<file path="config.mk">
export PLATFORM = sky130hd
export DESIGN_NAME = alu_issue_stage_flat
export DESIGN_NICKNAME = d
export VERILOG_FILES = /design/src/rtl/alu_issue_stage_pkg.sv /design/src/rtl/alu_issue_stage_if.sv /design/src/rtl/alu_issue_stage_skid.sv /design/src/rtl/alu_issue_stage.sv /design/src/flat_wrapper.sv
export SDC_FILE = /design/constraint.sdc
export NUM_CORES = 1
export LEC_CHECK = 0
export ABC_AREA = 1
export BUFFER_PORTS_ARGS = -buffer_cell sky130_fd_sc_hd__clkbuf_2
export CAP_MARGIN = 20
export CORE_MARGIN = 5
export CORE_UTILIZATION = 28
export CTS_CLUSTER_SIZE = 8
export DETAILED_ROUTE_END_ITERATION = 7
export RECOVER_POWER = 50
export SYNTH_ARGS = -nofsm -noshare
export SYNTH_HDL_FRONTEND = slang
export SYNTH_SLANG_ARGS = --single-unit
</file>
<file path="constraint.sdc">
create_clock -name clk -period 2.6 [get_ports clk]
set_input_delay 0.26 -clock clk [delete_from_list [all_inputs] [get_ports clk]]
set_output_delay 0.26 -clock clk [all_outputs]
set_load 0.02 [all_outputs]
</file>
<file path="src/rtl/alu_issue_stage_pkg.sv">
// Shared types for the ALU issue stage: ALU op codes, opcodes, buffer states and the issue entry.
package alu_issue_stage_pkg;

  localparam int ISSUE_XLEN = 32;

  typedef enum logic [3:0] {
    ALU_ADD  = 4'b0000,
    ALU_SUB  = 4'b0001,
    ALU_SLL  = 4'b0010,
    ALU_SLT  = 4'b0011,
    ALU_SLTU = 4'b0100,
    ALU_XOR  = 4'b0101,
    ALU_SRL  = 4'b0110,
    ALU_SRA  = 4'b0111,
    ALU_OR   = 4'b1000,
    ALU_AND  = 4'b1001
  } alu_op_t;

  localparam logic [6:0] OPC_OP     = 7'b0110011;
  localparam logic [6:0] OPC_OP_IMM = 7'b0010011;
  localparam logic [6:0] OPC_LOAD   = 7'b0000011;
  localparam logic [6:0] OPC_STORE  = 7'b0100011;
  localparam logic [6:0] OPC_LUI    = 7'b0110111;
  localparam logic [6:0] OPC_AUIPC  = 7'b0010111;
  localparam logic [6:0] OPC_JAL    = 7'b1101111;
  localparam logic [6:0] OPC_JALR   = 7'b1100111;
  localparam logic [6:0] OPC_BRANCH = 7'b1100011;

  localparam logic [1:0] BUF_EMPTY = 2'd0;
  localparam logic [1:0] BUF_ONE   = 2'd1;
  localparam logic [1:0] BUF_FULL  = 2'd2;

  // pc is the last (least significant) field so a reset entry is just RESET_PC zero-extended.
  typedef struct packed {
    logic [ISSUE_XLEN-1:0] in1;
    logic [ISSUE_XLEN-1:0] in2;
    alu_op_t               op;
    logic [2:0]            funct3;
    logic [6:0]            funct7;
    logic [4:0]            rd;
    logic                  wb_en;
    logic                  branch;
    logic                  illegal;
    logic [ISSUE_XLEN-1:0] pc;
  } issue_entry_t;

  // Register/immediate ALU map; alt selects SUB/SRA where funct7=0100000.
  function automatic alu_op_t alu_map(input logic [2:0] f3, input logic alt);
    case (f3)
      3'b000:  alu_map = alt ? ALU_SUB : ALU_ADD;
      3'b001:  alu_map = ALU_SLL;
      3'b010:  alu_map = ALU_SLT;
      3'b011:  alu_map = ALU_SLTU;
      3'b100:  alu_map = ALU_XOR;
      3'b101:  alu_map = alt ? ALU_SRA : ALU_SRL;
      3'b110:  alu_map = ALU_OR;
      default: alu_map = ALU_AND;
    endcase
  endfunction

endpackage

</file>
<file path="src/rtl/alu_issue_stage_if.sv">
// Upstream (fetch/regfile) and downstream (ALU) handshake bundle of the issue stage.
interface alu_issue_stage_if #(parameter int XLEN = 32);
  logic            in_valid;
  logic            in_ready;
  logic [31:0]     in_instr;
  logic [XLEN-1:0] in_pc;
  logic [XLEN-1:0] in_rs1_data;
  logic [XLEN-1:0] in_rs2_data;
  logic            out_valid;
  logic            out_ready;
  logic [XLEN-1:0] out_in1;
  logic [XLEN-1:0] out_in2;
  logic [3:0]      out_op;
  logic [2:0]      out_funct3;
  logic [6:0]      out_funct7;
  logic [4:0]      out_rd;
  logic            out_wb_en;
  logic            out_branch;
  logic [XLEN-1:0] out_pc;
  logic            out_illegal;

  modport master (
    output in_valid, in_instr, in_pc, in_rs1_data, in_rs2_data, out_ready,
    input  in_ready, out_valid, out_in1, out_in2, out_op, out_funct3, out_funct7,
           out_rd, out_wb_en, out_branch, out_pc, out_illegal
  );

  modport slave (
    input  in_valid, in_instr, in_pc, in_rs1_data, in_rs2_data, out_ready,
    output in_ready, out_valid, out_in1, out_in2, out_op, out_funct3, out_funct7,
           out_rd, out_wb_en, out_branch, out_pc, out_illegal
  );
endinterface

</file>
<file path="src/rtl/alu_issue_stage_skid.sv">
// Two-entry skid buffer (main + skid); in_ready is a function of registered state only.
module alu_issue_stage_skid
  import alu_issue_stage_pkg::*;
#(
  parameter int               WIDTH     = 8,
  parameter logic [WIDTH-1:0] RESET_VAL = '0
) (
  input  logic             clk,
  input  logic             reset,
  input  logic             flush,
  input  logic             in_valid,
  output logic             in_ready,
  input  logic [WIDTH-1:0] in_data,
  output logic             out_valid,
  input  logic             out_ready,
  output logic [WIDTH-1:0] out_data,
  output logic [1:0]       state
);

  // Handshake: a beat transfers on a rising edge where valid && ready; valid never waits on ready,
  // and out_data holds steady while out_valid && !out_ready.
  logic [1:0]       st;
  logic [WIDTH-1:0] main_q;
  logic [WIDTH-1:0] skid_q;
  logic             accept;
  logic             consume;

  assign in_ready  = (st != BUF_FULL);
  assign out_valid = (st != BUF_EMPTY);
  assign out_data  = main_q;
  assign state     = st;
  assign accept    = in_valid && in_ready;
  assign consume   = out_valid && out_ready;

  always_ff @(posedge clk) begin
    if (reset) begin
      st     <= BUF_EMPTY;
      main_q <= RESET_VAL;
      skid_q <= RESET_VAL;
    end else if (flush) begin
      st <= BUF_EMPTY;
    end else begin
      case (st)
        BUF_EMPTY: if (accept) begin
          main_q <= in_data;
          st     <= BUF_ONE;
        end
        BUF_ONE: begin
          if (accept && !consume) begin
            skid_q <= in_data;
            st     <= BUF_FULL;
          end else if (!accept && consume) begin
            st <= BUF_EMPTY;
          end else if (accept && consume) begin
            main_q <= in_data;
          end
        end
        BUF_FULL: if (out_ready) begin
          // Older entry leaves; the skid entry becomes the head so order is preserved.
          main_q <= skid_q;
          st     <= BUF_ONE;
        end
        default: st <= BUF_EMPTY;
      endcase
    end
  end

endmodule

</file>
<file path="src/rtl/alu_issue_stage.sv">
// RV32I decode/issue stage: decodes ALU op and operands, registers them to the ALU via a skid buffer.
module alu_issue_stage
  import alu_issue_stage_pkg::*;
#(
  parameter int              XLEN     = ISSUE_XLEN,
  parameter logic [XLEN-1:0] RESET_PC = '0
) (
  input  logic               clk,
  input  logic               reset,
  input  logic               flush,
  alu_issue_stage_if.slave   bus,
  output logic [1:0]         buf_state
);

  localparam int EW = $bits(issue_entry_t);
  localparam logic [EW-1:0] RESET_ENTRY = {{(EW-XLEN){1'b0}}, RESET_PC};

  issue_entry_t dec;
  issue_entry_t cur;

  logic [31:0] instr;
  logic [6:0]  opc;
  logic [2:0]  f3;
  logic [6:0]  f7;
  logic        f7_zero;
  logic        f7_alt;
  logic [31:0] i_imm;
  logic [31:0] s_imm;
  logic [31:0] u_imm;
  logic [31:0] shamt;

  assign instr   = bus.in_instr;
  assign opc     = instr[6:0];
  assign f3      = instr[14:12];
  assign f7      = instr[31:25];
  assign f7_zero = (f7 == 7'b0000000);
  assign f7_alt  = (f7 == 7'b0100000);
  assign i_imm   = {{20{instr[31]}}, instr[31:20]};
  assign s_imm   = {{20{instr[31]}}, instr[31:25], instr[11:7]};
  assign u_imm   = {instr[31:12], 12'b0};
  assign shamt   = {27'b0, instr[24:20]};

  always_comb begin
    dec         = '0;
    dec.in1     = bus.in_rs1_data;
    dec.in2     = bus.in_rs2_data;
    dec.op      = ALU_ADD;
    dec.funct3  = f3;
    dec.funct7  = f7;
    dec.rd      = instr[11:7];
    dec.wb_en   = 1'b1;
    dec.pc      = bus.in_pc;
    case (opc)
      OPC_OP: begin
        dec.op = alu_map(f3, f7_alt);
        if (!(f7_zero || (f7_alt && (f3 == 3'b000 || f3 == 3'b101)))) dec.illegal = 1'b1;
      end
      OPC_OP_IMM: begin
        dec.in2 = i_imm;
        dec.op  = alu_map(f3, 1'b0);
        if (f3 == 3'b001) begin
          dec.in2 = shamt;
          if (!f7_zero) dec.illegal = 1'b1;
        end else if (f3 == 3'b101) begin
          dec.in2 = shamt;
          dec.op  = alu_map(f3, f7_alt);
          if (!(f7_zero || f7_alt)) dec.illegal = 1'b1;
        end
      end
      OPC_LOAD:  dec.in2 = i_imm;
      OPC_STORE: begin
        dec.in2   = s_imm;
        dec.wb_en = 1'b0;
      end
      OPC_LUI: begin
        dec.in1 = '0;
        dec.in2 = u_imm;
      end
      OPC_AUIPC: begin
        dec.in1 = bus.in_pc;
        dec.in2 = u_imm;
      end
      OPC_JAL, OPC_JALR: begin
        dec.in1 = bus.in_pc;
        dec.in2 = 32'd4;
      end
      OPC_BRANCH: begin
        dec.branch = 1'b1;
        dec.wb_en  = 1'b0;
        case (f3[2:1])
          2'b00:   dec.op = ALU_SUB;
          2'b10:   dec.op = ALU_SLT;
          2'b11:   dec.op = ALU_SLTU;
          default: dec.illegal = 1'b1;
        endcase
      end
      default: dec.illegal = 1'b1;
    endcase
    // Illegal instructions still flow downstream so the trap is taken in order.
    if (dec.illegal) begin
      dec.op     = ALU_ADD;
      dec.wb_en  = 1'b0;
      dec.branch = 1'b0;
    end
    if (dec.rd == 5'd0) dec.wb_en = 1'b0;
  end

  alu_issue_stage_skid #(
    .WIDTH     (EW),
    .RESET_VAL (RESET_ENTRY)
  ) u_skid (
    .clk       (clk),
    .reset     (reset),
    .flush     (flush),
    .in_valid  (bus.in_valid),
    .in_ready  (bus.in_ready),
    .in_data   (dec),
    .out_valid (bus.out_valid),
    .out_ready (bus.out_ready),
    .out_data  (cur),
    .state     (buf_state)
  );

  assign bus.out_in1     = cur.in1;
  assign bus.out_in2     = cur.in2;
  assign bus.out_op      = cur.op;
  assign bus.out_funct3  = cur.funct3;
  assign bus.out_funct7  = cur.funct7;
  assign bus.out_rd      = cur.rd;
  assign bus.out_wb_en   = cur.wb_en;
  assign bus.out_branch  = cur.branch;
  assign bus.out_pc      = cur.pc;
  assign bus.out_illegal = cur.illegal;

endmodule
</file>
<file path="src/flat_wrapper.sv">
// flat-port wrapper written by rule: the top's interface ports become plain ports
module alu_issue_stage_flat import alu_issue_stage_pkg::*;
#(
  parameter int              XLEN     = ISSUE_XLEN,
  parameter logic [XLEN-1:0] RESET_PC = '0
)
  (clk, reset, flush, buf_state, bus_in_valid, bus_in_instr, bus_in_pc, bus_in_rs1_data, bus_in_rs2_data, bus_out_ready, bus_in_ready, bus_out_valid, bus_out_in1, bus_out_in2, bus_out_op, bus_out_funct3, bus_out_funct7, bus_out_rd, bus_out_wb_en, bus_out_branch, bus_out_pc, bus_out_illegal);
  alu_issue_stage_if #(.XLEN(XLEN)) bus_i ();
  input  logic clk;
  input  logic reset;
  input  logic flush;
  output logic [1:0] buf_state;
  input wire logic [$bits(bus_i.in_valid)-1:0] bus_in_valid;
  input wire logic [$bits(bus_i.in_instr)-1:0] bus_in_instr;
  input wire logic [$bits(bus_i.in_pc)-1:0] bus_in_pc;
  input wire logic [$bits(bus_i.in_rs1_data)-1:0] bus_in_rs1_data;
  input wire logic [$bits(bus_i.in_rs2_data)-1:0] bus_in_rs2_data;
  input wire logic [$bits(bus_i.out_ready)-1:0] bus_out_ready;
  output wire logic [$bits(bus_i.in_ready)-1:0] bus_in_ready;
  output wire logic [$bits(bus_i.out_valid)-1:0] bus_out_valid;
  output wire logic [$bits(bus_i.out_in1)-1:0] bus_out_in1;
  output wire logic [$bits(bus_i.out_in2)-1:0] bus_out_in2;
  output wire logic [$bits(bus_i.out_op)-1:0] bus_out_op;
  output wire logic [$bits(bus_i.out_funct3)-1:0] bus_out_funct3;
  output wire logic [$bits(bus_i.out_funct7)-1:0] bus_out_funct7;
  output wire logic [$bits(bus_i.out_rd)-1:0] bus_out_rd;
  output wire logic [$bits(bus_i.out_wb_en)-1:0] bus_out_wb_en;
  output wire logic [$bits(bus_i.out_branch)-1:0] bus_out_branch;
  output wire logic [$bits(bus_i.out_pc)-1:0] bus_out_pc;
  output wire logic [$bits(bus_i.out_illegal)-1:0] bus_out_illegal;
  assign bus_i.in_valid = bus_in_valid;
  assign bus_i.in_instr = bus_in_instr;
  assign bus_i.in_pc = bus_in_pc;
  assign bus_i.in_rs1_data = bus_in_rs1_data;
  assign bus_i.in_rs2_data = bus_in_rs2_data;
  assign bus_i.out_ready = bus_out_ready;
  assign bus_in_ready = bus_i.in_ready;
  assign bus_out_valid = bus_i.out_valid;
  assign bus_out_in1 = bus_i.out_in1;
  assign bus_out_in2 = bus_i.out_in2;
  assign bus_out_op = bus_i.out_op;
  assign bus_out_funct3 = bus_i.out_funct3;
  assign bus_out_funct7 = bus_i.out_funct7;
  assign bus_out_rd = bus_i.out_rd;
  assign bus_out_wb_en = bus_i.out_wb_en;
  assign bus_out_branch = bus_i.out_branch;
  assign bus_out_pc = bus_i.out_pc;
  assign bus_out_illegal = bus_i.out_illegal;
  alu_issue_stage #(.XLEN(XLEN), .RESET_PC(RESET_PC)) u_core (.clk(clk), .reset(reset), .flush(flush), .bus(bus_i), .buf_state(buf_state));
endmodule
</file>
==> flow_metrics.tcl, run 1 <==
set metrics [dict create \
    die_y_um 209 \
    die_w_um 209 \
    htreeDepth 2 \
    synth_top_area_share 0.431 \
    routed_wl_um 39600 \
    grt_use_total 0.176 \
    route.detailed.drc 0 \
    gp_congestion 0.855 \
    seq_power_share 0.425 \
    fin_ws_ps 240 \
    pin_count 255 \
    vias 11400 \
    outcome "complete, no violations" \
    synth_nets 1784 \
    layout_commonest_cell "o21ai_0" \
    yosys-top-cells-area "dfxtp_1, o21ai_0, nand2_1" \
    clk_latency_ps 520 \
    period_minus_slack_ps 2360 \
    yosys_warnings 0 \
    p_switching_mw 2.56 \
    path_class "flop to flop" \
    path_clk_slew_ps 50 \
    maxCapViolations 0 \
    crit_fanout 35 \
    vdd_drop_max_mv 0.439 \
    hold_viol_final 0 \
    antenna_found_initial 0 \
    clockBufferDepth 3 \
    drt-wirelength-per-cell_um 16.7 \
    skew_ps 13.6 \
    grt_max_degree 124 \
    netlist_instances 1648 \
    critPathCaptureType "flop" \
    hpwl_um 26000 \
    fmax_mhz 424 \
    port-buffer-count 254 \
    synth_largest_area_cell "dfxtp_1" \
    drt_iter0_markers 709 \
    worstMarginPinSlew_ps 897 \
    layout_common_cells "o21ai_0, nand2_1, nor2_1" \
    synth_seq_cells 238 \
    clock-sinks 238 \
    period_share 0.908 \
    hold_class "input pin to flop" \
    coreArea_mm2 0.0388 \
    ys_types 29 \
    worstPathArrival_ps 2800 \
    dp_slack_ps 283 \
    final_nets 1989 \
    first_pass_iters 5 \
    cp-start-kind "flop" \
    cts-root-buf "clkbuf_16" \
    ys_seq_area_frac 0.431 \
    swShare 0.275 \
    p_comb_frac 0.133 \
    diodes 0 \
    globalRouteOverflowTotal 0 \
    cts_tree "yes" \
    syn-cell-area_mm2 0.0110 \
    fin_tns_setup_ps 0 \
    syn_area_per_cell_um2 6.70 \
    numCtsBuffers 36 \
    leakage_nw 6.48 \
    rsz0062_at_grt "false" \
    grt_pass1_wl_um 62300 \
    power_density_mw_per_mm2 684 \
    die_area_mm2 0.0435 \
    layout-area-overhead-vs-synth_pct 23.5 \
    initial_utilization 0.284 \
    first_global_vias 11000 \
    drive_gt1_frac 0.127 \
    p_int_mw 6.77 \
    viasPerCell 4.80 \
    finalSetupViolations 0 \
    crit_required_ps 3050 \
    maxSlewHeadroom 0.402 \
    p_clk_frac 0.442 \
    rows 72 \
    ant_nets 0 \
    fillers 4313 \
    slew_violations 0 \
]
==> path summary, 6_finish.rpt <==
check / to / depth (start not counted) / startpoint / slack (ps)
setup / recovery: u_core.u_skid.out_data[34] / 14 / u_core.u_skid.state[0] / 240
setup reg to reg: u_core.u_skid.out_data[34] / 14 / u_core.u_skid.state[0] / 240
hold reg to reg: u_core.u_skid.skid_q[37] / 2 / u_core.u_skid.skid_q[37] / 450
hold / removal: u_core.u_skid.skid_q[13] / 3 / bus_in_pc[13] / 40
==> logic make-up after synthesis <==
family                   after synthesis  synth area share
AO/OA/AOI/OAI                        528             0.241
adder cells (fa/ha/maj)                3           0.00340
AND/OR/NAND/NOR                      611             0.222
buffers and inverters                268             0.101
flip-flops                           238             0.431
==> per-stage QoR <==
step / instances / cell area [um^2] / utilization / power (mW) / hold WS, ps
final: 2375 / 13600 / 0.351 / 9.33 / 41.1
after global routing: 2375 / 13600 / 0.351 / 9.79 / 25.1
after CTS: 2374 / 13800 / 0.355 / 9.52 / 3.18
after detailed placement: 2321 / 12700 / 0.327 / 5.30 / 440
after global placement: 2321 / 12700 / 0.327 / 5.29 / 434
after floorplan: 1648 / 11000 / - / 4.78 / 418
==> flip-flops by register name (all words and copies together), names as in the netlist <==
register	flops
u_core.u_skid.out_data	118
u_core.u_skid.state	2
u_core.u_skid.skid_q	118
==> repair_timing <==
action                                 4_1_cts  5_1_grt
hold buffers                                11        0
gates resized for setup                      0        2
endpoints found under the hold margin       11        0
setup buffers                                0        0
setup endpoints to repair                    0        5
==> synth_stat cells <==
library cell	number
a21oi_2	2
o21ai_0	288
a2111oi_0	1
nor3_1	5
o211ai_1	1
a21o_1	1
nand2_1	284
dfxtp_1	238
nand2_2	4
nor2_4	3
nand3_2	7
buf_1	11
o31ai_1	1
nand3_1	36
inv_2	11
o21ai_1	35
clkbuf_1	63
buf_6	5
nor3_2	1
a21oi_1	198
buf_2	37
nand3b_1	2
o21ba_2	1
nand4_1	3
buf_4	8
nor2_1	261
inv_1	133
nor2_2	5
ha_1	3
==> metal layers <==
layer / track usage / vias up / share of wire
met5: 0 / - / 0
met4: 0.0450 / 0 / 0.022
met3: 0.0379 / 55 / 0.064
met2: 0.291 / 361 / 0.47
met1: 0.235 / 5265 / 0.45
li1: - / 5722 / -
==> power by group through the flow <==
stage	sequential (mW)	combinational [mW]	clock (mW)
global placement	4.03	1.25	0
CTS	3.97	1.29	4.26
finish	3.96	1.24	4.13
floorplan	4.20	0.582	0
global route	3.98	1.39	4.42
detailed placement	4.04	1.27	0
==> worst max-delay path, stage by stage (launching register included) <==
cell and delay, ps:
dfxtp_1 370, inv_1 110, nand2_1 120, inv_1 60, nor2_1 180, inv_1 70, ha_1 170, inv_1 90
nor2_2 70, nor3_2 220, nand2_4 100, inv_4 120, buf_6 320, o21ai_0 140, a21oi_1 150
==> area by class of cell <==
class                   instances  area (um^2)  share of cell area
clock buffers                  40          947              0.0694
well taps                     518          648              0.0475
flip-flops and latches        238         4760               0.349
multi-input cells            1142         5180               0.380
inverters                     144          553              0.0405
clock inverters                 2         10.0            0.000734
repair buffers                291         1540               0.113
Power figures use the tool's default switching activity.
==> inputs of run 2 (changes only) <==
- SYNTH_HIERARCHICAL: default -> 1
==> run 2 against run 1 <==
Against the previous run:
- design area increased by 11%
- hold slack got worse by 1.2 ps
- register-to-register slack better by 110 ps
- setup slack better by 110 ps
- synthesized cell count increased by 23%
- critical path depth fell by 3
- power rose by 4.0%
- final cell count up 18%
- non-clock buffer count is 10 higher
- sequential cell count unchanged
==> flow_metrics.tcl, run 2 <==
set metrics [dict create \
    outcome "complete, no violations" \
    grt_max_degree 120 \
    fin_ws_ps 355 \
    slowest_delay_ps 450 \
    cp_common_cell "nor2_1" \
    hpwl_um 28600 \
    first_global_vias 12400 \
    path_clk_slew_ps 50 \
    synth.most_common_cell "nor2_1" \
    power_density_mw_per_mm2 643 \
    dr_wl_met2_um 19700 \
    worstPathArrival_ps 2650 \
    vias 13300 \
    cp-start-kind "flop" \
    htreeDepth 2 \
    cp_slowest_cell "dfxtp_2" \
    layout-area-overhead-vs-synth_pct 22.8 \
    syn_area_per_cell_um2 6.09 \
    wl_met1_um 20100 \
    numCtsBuffers 36 \
    dp_slack_ps 275 \
    path_class "flop to flop" \
    fin_tns_setup_ps 0 \
    ys_types 31 \
    synthSimpleGateAreaFrac 0.430 \
    vdd_drop_max_mv 0.464 \
    rows 76 \
    finalSetupViolations 0 \
    hold_viol_final 0 \
    netlist_instances 2019 \
    gp_congestion 0.913 \
    routed_wl_um 44000 \
    layout_common_cells "nor2_1, nand2_1, nand3_1" \
    ys_dominant_reg_cell "dfxtp_1" \
    globalRouteOverflowTotal 0 \
    synth_top_family_by_area "simple AND/OR/NAND/NOR gates" \
    period_minus_slack_ps 2250 \
    postSynth.asyncResetShare 0 \
    clock-sinks 238 \
    period_share 0.864 \
    pin_count 255 \
    viasPerCell 4.75 \
    die_area_mm2 0.0482 \
    cts_tree "yes" \
    hold_ws_ps 39.9 \
    final_nets 2350 \
    netlist_top_cells_count "nor2_1, nand2_1, nand3_1" \
    worstMarginPinSlew_ps 831 \
    drt-wirelength-per-cell_um 15.7 \
    synth_mux_area_frac 0 \
    coreArea_mm2 0.0433 \
    dp.cells 2738 \
    crit_fanout 64 \
    yosys-top-cells-area "dfxtp_1, nor2_1, nand2_1" \
    critPathCaptureType "flop" \
    synthXorXnorAreaFrac 0 \
    drive_gt1_frac 0.105 \
    clk_latency_ps 540 \
    die_w_um 220 \
    hold_class "input pin to flop" \
    cts-root-buf "clkbuf_16" \
    port-buffer-count 254 \
    synth_top_area_share 0.387 \
    antenna_found_initial 2 \
    grt_use_total 0.177 \
    fmax_mhz 445 \
    dr.max_layer_used "met4" \
    layout.cells.non_filler 2807 \
    crit_required_ps 3010 \
    ys_seq_area_frac 0.387 \
    crit_chain "nor2_1, nor2_1, inv_1, ha_1, nand3_2, nand2_1, nor2_4, buf_12, nand3_1, nand2_1, nor2_1" \
    route.detailed.drc 0 \
    grt_pass1_wl_um 69400 \
    synth_fa_ha_area_frac 0.00305 \
    ant_nets 0 \
    layout_commonest_cell "nor2_1" \
    initial_utilization 0.284 \
    maxSlewHeadroom 0.446 \
    clockBufferDepth 3 \
    yosys_warnings 6 \
    skew_ps 32.0 \
    postCtsSetupRepairBufs 0 \
    synth_largest_area_cell "dfxtp_1" \
    die_y_um 220 \
    synth_edf_count 0 \
    syn-cell-area_mm2 0.0123 \
    final_util 0.349 \
    synth_compound_area_frac 0.0705 \
    synth_seq_cells 238 \
    first_pass_iters 5 \
    leakage_nw 7.67 \
    wl_met3_um 3140 \
    drt_iter0_markers 1155 \
    maxCapViolations 0 \
    synth_nets 2155 \
    slew_violations 0 \
    rsz0062_at_grt "false" \
]
==> run 2: cell count changes after synthesis, sizes merged, moves of 23 or more <==
cell / before / now
inv: 144 / 178
o21ai: 323 / 156
a21oi: 200 / 8
nand2: 288 / 472
nor2: 269 / 512
nand3: 43 / 298
buf: 61 / 84
==> run 2: power by group <==
part	internal (mW)	switching, mW	leakage (nW)
sequential	3.86	0.115	1.95
combinational	0.487	1.06	5.26
clock	2.50	1.68	0.467
total	6.85	2.86	7.67
==> run 2: final cells by class <==
cell class	instances	area (um^2)
Antenna cell	2	5.00
Clock buffer	41	930
Clock inverter	3	32.5
Fill cell	4762	28200
Inverter	178	678
Multi-Input combinational cell	1459	6230
Sequential cell	238	4770
Tap cell	585	732
Timing Repair Buffer	301	1730
==> run 2: per-layer routing <==
layer  up-vias  global-route usage
met2       430               0.274
met3        70              0.0404
met4         0              0.0614
li1       6643                   -
met1      6178               0.243
met5         -                   0
==> run 2: path summary, 6_finish.rpt <==
check                             startpoint                    endpoint  slack (ps)  cells after the start
hold / removal                 bus_in_pc[21]    u_core/u_skid/skid_q[21]          40                      3
setup / recovery      u_core/u_skid/state[0]  u_core/u_skid/out_data[94]         350                     11
hold reg to reg   u_core/u_skid/out_data[48]  u_core/u_skid/out_data[48]         480                      2
setup reg to reg      u_core/u_skid/state[0]  u_core/u_skid/out_data[94]         350                     11
==> run 2: cell families after synthesis <==
family / after synthesis
AOI/OAI and AO/OA: 167
DFF: 238
adders and majority gates: 3
buffers and inverters: 322
and+or+nand+nor: 1289
==> run 2: through the flow <==
step / power (mW) / area [um^2]
detailed placement: 5.62 / 14100
CTS: 9.90 / 15200
finish: 9.71 / 15100
global placement: 5.60 / 14100
global route: 10.2 / 15100
floorplan: 5.01 / 12300
==> run 2: worst max-delay path, delay by kind of cell (launching register included) <==
kind                       cells  cell delay, ps
and+or+nand+nor                8             980
DFF                            1             450
buffers and inverters          2             340
adders and majority gates      1             230
==> run 2: repair_timing <==
item	CTS	global route
hold buffers	23	0
hold endpoints to repair	23	0
gates resized for setup	0	1
endpoints found under the setup margin	0	1
==> inputs of run 3 (changes only) <==
- clock period: 2.6 -> 2.3 ns (I/O delays scaled with it)
==> run 3 against run 2 <==
Against the previous run:
- global-route usage rose by 0.17 points
- routed wire length rose by 1.5%
- die area did not move
- hold slack got worse by 5.3 ps
- first-iteration DRC count fell by 4.9%
- core utilization rose by 0.75 points
- setup slack got worse by 180 ps
- highest routed layer unchanged
- register-to-register slack got worse by 130 ps
- critical path type is now flop to primary output
==> flow_metrics.tcl, run 3 (synthesis gave the netlist of run 2 again) <==
set metrics [dict create \
    clock-sinks 238 \
    fmax_mhz 471 \
    worstMarginPinSlew_ps 1020 \
    hold_viol_final 0 \
    cp_slowest_cell "dfxtp_4" \
    path_clk_slew_ps 60 \
    layout_common_cells "nor2_1, nand2_1, nand3_1" \
    crit_required_ps 2070 \
    outcome "complete, no violations" \
    rsz0062_at_grt "false" \
    coreArea_mm2 0.0433 \
    leakage_nw 7.84 \
    htreeDepth 2 \
    die_area_mm2 0.0482 \
    first_global_vias 12500 \
    die_y_um 220 \
    pin_count 255 \
    place_area_mm2 0.0142 \
    gp_congestion 0.869 \
    clockBufferDepth 3 \
    fin_tns_setup_ps 0 \
    viasPerCell 4.71 \
    cts-root-buf "clkbuf_16" \
    power_density_mw_per_mm2 719 \
    period_minus_slack_ps 2120 \
    globalRouteOverflowTotal 0 \
    first_pass_iters 5 \
    grt_max_degree 120 \
    skew_ps 14.3 \
    path_class "flop to primary output" \
    maxSlewHeadroom 0.322 \
    route.detailed.drc 0 \
    ant_nets 0 \
    drive_gt1_frac 0.113 \
    design_power_total_mw 11.1 \
    die_w_um 220 \
    worstPathArrival_ps 1890 \
    layout.cells.non_filler 2837 \
    fin_area_mm2 0.0154 \
    routed_wl_um 44700 \
    period_share 0.923 \
    crit_fanout 60 \
    cp-start-kind "flop" \
    grt_use_total 0.179 \
    final_nets 2379 \
    finalSetupViolations 0 \
    vias 13400 \
    slowest_delay_ps 350 \
    initial_utilization 0.284 \
    hpwl_um 29500 \
    dp.cells 2750 \
    layout_commonest_cell "nor2_1" \
    slew_violations 0 \
    antenna_found_initial 1 \
    drt_iter0_markers 1098 \
    layout-area-overhead-vs-synth_pct 25.4 \
    rows 76 \
    clk_latency_ps 540 \
    grt_pass1_wl_um 69600 \
    port-buffer-count 254 \
    numCtsBuffers 36 \
    vdd_drop_max_mv 0.439 \
    final_util 0.357 \
    cts_tree "yes" \
    drt-wirelength-per-cell_um 15.8 \
    maxCapViolations 0 \
    critPathCaptureType "primary output" \
    hold_class "input pin to flop" \
    crit_chain "buf_4, nand2_8, buf_12, clkbuf_2" \
]
run 3: changes by cell type in the layout (fill, tap and decap cells not counted), moves of 2 or more:
| cell | previous run | this run |
|---|---|---|
| dlygate4sd3_1 | 23 | 35 |
| buf_4 | 7 | 20 |
| buf_6 | 0 | 2 |
| nor2_1 | 503 | 501 |
| clkinv_2 | 0 | 2 |
| nor2_2 | 2 | 5 |
run 3: worst max-delay path, delay by kind of cell, from the launching register on:
| kind | cells | cell delay (ps) |
|---|---|---|
| buffers and inverters | 3 | 760 |
| AND/OR/NAND/NOR | 1 | 210 |
| flip-flops | 1 | 350 |
run 3: through the flow:
step           hold slack, ps  setup slack, ps
2_1_floorplan             365              241
3_3_place_gp              465            -24.9
3_5_place_dp              472             -212
4_1_cts                 0.312             18.2
5_1_grt                  40.1             23.5
6_report                 34.6              177
run 3: report_power, final:
| group | total (mW) | switching [mW] | internal [mW] | leakage (nW) |
|---|---|---|---|---|
| clock | 4.79 | 1.90 | 2.88 | 0.484 |
| sequential | 4.49 | 0.126 | 4.37 | 1.95 |
| combinational | 1.82 | 1.22 | 0.597 | 5.41 |
| total | 11.1 | 3.25 | 7.85 | 7.84 |
run 3: area by class of cell:
type	instances	area, um^2
diodes	2	5.00
clock buffers	41	951
clock inverters	4	27.5
fillers	4754	27800
inverters	178	678
multi-input cells	1460	6260
flip-flops and latches	238	4770
well taps	585	732
repair buffers	329	2010
run 3: worst paths after layout:
| check | from | endpoint | slack, ps | cells past startpoint |
|---|---|---|---|---|
| max | u_core/u_skid/state[1] | bus_in_ready | 180 | 4 |
| min | bus_in_instr[7] | u_core/u_skid/skid_q[35] | 30 | 3 |
| max reg2reg | u_core/u_skid/state[1] | u_core/u_skid/out_data[25] | 220 | 8 |
| min reg2reg | u_core/u_skid/out_data[88] | u_core/u_skid/out_data[88] | 480 | 2 |
run 3: what timing repair did:
action	CTS	global route
cloned	1	0
resized for setup	0	7
hold buffers	35	0
setup endpoints to repair	95	104
hold endpoints to repair	35	0
setup buffers	2	2
pin swaps	1	0
run 3: per-layer routing:
layer / vias up / track usage / share of wire / routed length (um)
met5: - / 0 / 0 / 0
met4: 0 / 0.0553 / 0.026 / 1170
met3: 75 / 0.0357 / 0.065 / 2890
met2: 438 / 0.284 / 0.45 / 20200
met1: 6131 / 0.246 / 0.46 / 20400
li1: 6711 / - / - / -
